`src/rtl/frame_sync.sv`:
```
// Frame synchroniser: hunts for SYNC_WORD in the recovered bit stream, confirms
// alignment over CONFIRM frames, then emits payload bytes with a flywheel lock.
module frame_sync #(
  parameter int                  SYNC_LEN      = 16,
  parameter logic [SYNC_LEN-1:0] SYNC_WORD     = 16'hEB90,
  parameter int                  PAYLOAD_BYTES = 4,
  parameter int                  CONFIRM       = 2,
  parameter int                  MISS_MAX      = 2
) (
  input  logic       clk,
  input  logic       reset,
  input  logic       bit_in,
  input  logic       bit_en,
  output logic [7:0] data_out,
  output logic       data_valid,
  output logic       frame_start,
  output logic       locked,
  output logic [1:0] miss_cnt
);

  localparam int PAYLOAD_BITS = 8 * PAYLOAD_BYTES;
  localparam int FRAME_BITS   = SYNC_LEN + PAYLOAD_BITS;
  localparam int KW           = $clog2(FRAME_BITS + 1);
  localparam int HW           = $clog2(CONFIRM + 1);

  typedef enum logic [1:0] {
    SEARCH = 2'd0,
    CHECK  = 2'd1,
    LOCK   = 2'd2
  } state_t;

  state_t              state_reg;
  // The oldest sync bit is shifted out on the compare cycle, so it is never stored.
  logic [SYNC_LEN-2:0] sr_reg;
  logic [KW-1:0]       k_reg;
  logic [HW-1:0]       hits_reg;
  logic [6:0]          byte_reg;

  logic [SYNC_LEN-1:0] shifted;
  logic                match;
  logic [KW-1:0]       k_inc;
  logic                at_compare;
  logic                payload_bit;
  logic                byte_done;
  logic [HW-1:0]       hits_inc;
  logic [1:0]          miss_inc;

  always_comb begin
    shifted     = {sr_reg, bit_in};
    match       = (shifted == SYNC_WORD);
    k_inc       = k_reg + 1'b1;
    at_compare  = (k_inc == KW'(FRAME_BITS));
    payload_bit = (k_inc <= KW'(PAYLOAD_BITS));
    byte_done   = payload_bit && (k_inc[2:0] == 3'd0);
    hits_inc    = hits_reg + 1'b1;
    miss_inc    = miss_cnt + 2'd1;
  end

  always_ff @(posedge clk or negedge reset) begin
    if (!reset) begin
      state_reg   <= SEARCH;
      sr_reg      <= '0;
      k_reg       <= '0;
      hits_reg    <= '0;
      byte_reg    <= '0;
      data_out    <= 8'h00;
      data_valid  <= 1'b0;
      frame_start <= 1'b0;
      locked      <= 1'b0;
      miss_cnt    <= 2'd0;
    end else begin
      data_valid  <= 1'b0;
      frame_start <= 1'b0;
      if (bit_en) begin
        sr_reg <= shifted[SYNC_LEN-2:0];
        case (state_reg)
          SEARCH: begin
            if (match) begin
              hits_reg <= HW'(1);
              k_reg    <= '0;
              if (CONFIRM == 1) begin
                state_reg   <= LOCK;
                locked      <= 1'b1;
                frame_start <= 1'b1;
                miss_cnt    <= 2'd0;
              end else begin
                state_reg <= CHECK;
              end
            end
          end

          CHECK: begin
            if (at_compare) begin
              k_reg <= '0;
              if (!match) begin
                state_reg <= SEARCH;
                hits_reg  <= '0;
              end else begin
                hits_reg <= hits_inc;
                if (hits_inc == HW'(CONFIRM)) begin
                  state_reg   <= LOCK;
                  locked      <= 1'b1;
                  frame_start <= 1'b1;
                  miss_cnt    <= 2'd0;
                end
              end
            end else begin
              k_reg <= k_inc;
            end
          end

          LOCK: begin
            if (payload_bit) begin
              byte_reg <= {byte_reg[5:0], bit_in};
            end
            if (byte_done) begin
              data_out   <= {byte_reg, bit_in};
              data_valid <= 1'b1;
            end
            if (at_compare) begin
              k_reg <= '0;
              if (match) begin
                miss_cnt    <= 2'd0;
                frame_start <= 1'b1;
              end else if (miss_inc == 2'(MISS_MAX)) begin
                // Flywheel exhausted: the payload after this sync is dropped.
                state_reg <= SEARCH;
                locked    <= 1'b0;
                miss_cnt  <= 2'd0;
                hits_reg  <= '0;
              end else begin
                miss_cnt <= miss_inc;
              end
            end else begin
              k_reg <= k_inc;
            end
          end

          default: begin
            state_reg <= SEARCH;
          end
        endcase
      end
    end
  end

endmodule

```
`config.mk`:
```
export PLATFORM = sky130hd
export DESIGN_NAME = frame_sync
export DESIGN_NICKNAME = d
export VERILOG_FILES = /design/src/rtl/frame_sync.sv
export SDC_FILE = /design/constraint.sdc
export NUM_CORES = 1
export LEC_CHECK = 0
export CAP_MARGIN = 30
export CORE_ASPECT_RATIO = 0.8
export CORE_MARGIN = 4
export CORE_UTILIZATION = 50
export CTS_CLUSTER_DIAMETER = 30
export DETAILED_ROUTE_END_ITERATION = 8
export PLACE_DENSITY = 0.74
export REMOVE_ABC_BUFFERS = 1
export SLEW_MARGIN = 20
export SYNTH_ARGS = -nofsm -noshare
export SYNTH_HDL_FRONTEND = slang
export SYNTH_SLANG_ARGS = --single-unit
```
`constraint.sdc`:
```
create_clock -name clk -period 4 [get_ports clk]
set_input_delay 1 -clock clk [delete_from_list [all_inputs] [get_ports clk]]
set_output_delay 1 -clock clk [all_outputs]
set_load 0.05 [all_outputs]
```
==> results_dict.tcl <==
set metrics [dict create \
    status "completed" \
    cp_cell_sequence "clkdlybuf4s50_1, or4b_1, or4_1, and2_4, a2111o_1, mux2_4" \
    yosysSeqAreaShare_pct 53.5 \
    ant_nets 0 \
    crit_fanout 8 \
    cts_tree "built" \
    pin_count 17 \
    ctsHoldBuffers 0 \
    path_buf_inv 1 \
    p_per_area_nw_per_um2 645 \
    ir_drop_uv 336 \
    clock_latency_ps 290 \
    setup.worst_path.class "in2reg" \
    finalNonFillerCells 240 \
    crit_required_ps 4180 \
    power.leakage_nw 1.08 \
    cts_htree_levels 2 \
    drt_iter0_markers 87 \
    maxSlewHeadroom_pct 60.3 \
    power_w 0.00158 \
    synth.cell_area_sq_um 2100 \
    diodes 0 \
    setup_viol 0 \
    overflow 0 \
    globalplace.congestion 0.840 \
    rsz0062_at_grt "false" \
    cts_max_path_buffers 2 \
    post_route_cells_drive_above_1_share_pct 24.3 \
    area_growth_pct 16.7 \
    synth_seq_cells 45 \
    die_height_um 66.0 \
    cts_resized 0 \
    initial_core_util_pct 53.6 \
    viasPerCell 5.76 \
    fmax_mhz 297 \
    tns_ps 0 \
    io_buffer_count 16 \
    grtUsageTotal_pct 16.7 \
    n_fill_cell 310 \
    min_period_over_period_pct 84.2 \
    antenna_found_initial 0 \
    drv_slew 0 \
    grt_max_degree 46 \
    worstMarginPinSlew_ps 594 \
    crit_arrival_ps 3550 \
    largest_reg_flops 15 \
    grt_pass1_vias 1398 \
    first_pass_iters 5 \
    crit_family "simple AND/OR/NAND/NOR gates" \
    avgSynthCellArea_sq_um 12.8 \
    clkSinkCount 45 \
    hold_path_class "reg2reg" \
    cap_violations 0 \
    grt_pass1_wl_um 6720 \
    post_cts_buffers 0 \
    ys_warn_count 0 \
    drc 0 \
    cpPeakStageDelay_ps 650 \
    dp.cells 232 \
    finalHoldViolCount 0 \
    fin_nets 195 \
    cp-start-kind "input pin" \
    synth_cells 165 \
    synthDistinctLibCells 42 \
    dp_hpwl_um 2760 \
    rows 20 \
    cts_buffers 5 \
    clockRootBuffer "clkbuf_8" \
    period_minus_slack_ps 3370 \
    skew_ps 2.67 \
    core_sq_um 3930 \
    die-area_sq_um 5320 \
    wl_um 3830 \
    setup.worst_path.end_class "flop" \
    clkTransAtPathRegs_ps 80 \
    die_x_um 80.5 \
    cp_slowest_cell "or4_1" \
    vias 1383 \
    wire_per_inst_um 16.0 \
]
[logic make-up after synthesis]
kind of cell	count (synthesis)	synth area share, %
flip-flops	45	53.5
multiplexers	36	19.3
AND/OR/NAND/NOR	35	9.87
AO/OA/AOI/OAI	26	9.81
buffers and inverters	14	2.56
adder cells (fa/ha/maj)	7	4.16
XOR/XNOR	2	0.832
[stage by stage]
stage | area (sq um) | setup slack, ps | hold WS, ps | util [%]
final | 2460 | 634 | 507 | 62.5
after global routing | 2460 | 591 | 535 | 62.5
after CTS | 2450 | 657 | 511 | 62.5
after detailed placement | 2320 | 343 | 492 | 59.0
after global placement | 2320 | 422 | 488 | 59.0
after floorplan | 2080 | 963 | 475 | -
[cell type report]
| class | instances | area (sq um) | share of cell area (%) |
|---|---|---|---|
| Multi-Input combinational cell | 106 | 925 | 37.6 |
| Inverter | 8 | 30.0 | 1.22 |
| Sequential cell | 45 | 1130 | 45.8 |
| Timing Repair Buffer | 18 | 173 | 7.03 |
| Clock buffer | 5 | 68.8 | 2.80 |
| Tap cell | 55 | 68.8 | 2.80 |
| Clock inverter | 3 | 65.1 | 2.65 |
[where the power goes]
part	switching, W	internal [W]	total, W
logic	0.000260	0.000235	0.000495
clock network	0.000150	0.000248	0.000398
registers	0.0000995	0.000591	0.000691
[worst reg2reg max path, cell delays in order (launching register included)]
cell	delay [ps]
dfrtp_1	390
or4b_1	540
or4_1	650
and2_4	240
a2111o_1	340
mux2_4	320
[cells in the mapped netlist (all sizes together)]
| master | instances | area, sq um |
|---|---|---|
| a41oi | 1 | 8.76 |
| mux2 | 33 | 375 |
| o31ai | 1 | 7.51 |
| a22o | 3 | 26.3 |
| a2111oi | 2 | 17.5 |
| nand3 | 5 | 25.0 |
| nand2 | 9 | 33.8 |
| o311a | 1 | 10.0 |
| a21o | 1 | 7.51 |
| dfrtp | 45 | 1130 |
| o41ai | 2 | 17.5 |
| inv | 8 | 30.0 |
| a32oi | 1 | 8.76 |
| nor4 | 2 | 12.5 |
| mux2i | 3 | 30.0 |
| nor2b | 2 | 12.5 |
| a2111o | 1 | 11.3 |
| a311oi | 1 | 8.76 |
| or4b | 2 | 20.0 |
| buf | 2 | 7.51 |
| ha | 7 | 87.6 |
| o21ai | 1 | 5.00 |
| clkbuf | 4 | 16.3 |
| o2bb2ai | 1 | 8.76 |
| nand4b | 2 | 17.5 |
| or3 | 2 | 12.5 |
| a211oi | 2 | 15.0 |
| nand2b | 3 | 18.8 |
| o21a | 1 | 7.51 |
| a31oi | 1 | 6.26 |
| a2bb2oi | 1 | 8.76 |
| xor2 | 2 | 17.5 |
| or4 | 3 | 22.5 |
| and2 | 3 | 21.3 |
| nor3b | 1 | 7.51 |
| nor2 | 1 | 3.75 |
| o22ai | 1 | 6.26 |
| o32a | 1 | 10.0 |
| a21oi | 3 | 15.0 |
[final timing paths]
check                                       from                       to  slack [ps]  cells after the start
setup reg to reg           sr_reg[0]$_DFFE_PN0P_  hits_reg[0]$_DFFE_PN0P_        1410                      5
hold reg to reg               locked$_DFFE_PN0P_       locked$_DFFE_PN0P_         510                      2
hold / removal                locked$_DFFE_PN0P_       locked$_DFFE_PN0P_         510                      2
max in group asynchronous                  reset     k_reg[1]$_DFFE_PN0P_        2920                      1
setup / recovery                          bit_in  hits_reg[0]$_DFFE_PN0P_         630                      6
min in group asynchronous                  reset     k_reg[4]$_DFFE_PN0P_         680                      1
[placed cells by master, fill, tap and decap left out, types with 2 or more instances in the layout]
master / count
nand2b_1: 3
buf_4: 3
nor2b_1: 2
clkbuf_8: 5
ha_1: 7
mux2i_1: 3
or4_1: 3
dfrtp_1: 45
a21oi_1: 3
or4b_1: 2
mux2_2: 32
clkdlybuf4s50_1: 15
nand4b_1: 2
o41ai_1: 2
a22o_1: 3
bufinv_16: 2
or3_1: 2
xor2_1: 2
nand2_1: 9
inv_1: 8
a2111oi_0: 2
and2_1: 2
nor4_1: 2
a211oi_1: 2
nand3_1: 5
[per-layer routing]
layer	wire, um	track usage (%)
met5	0	0
met4	35	5.27
met3	168	5.99
met2	1780	24.9
met1	1850	22.6
No activity file was read; power rests on OpenSTA's default activity.
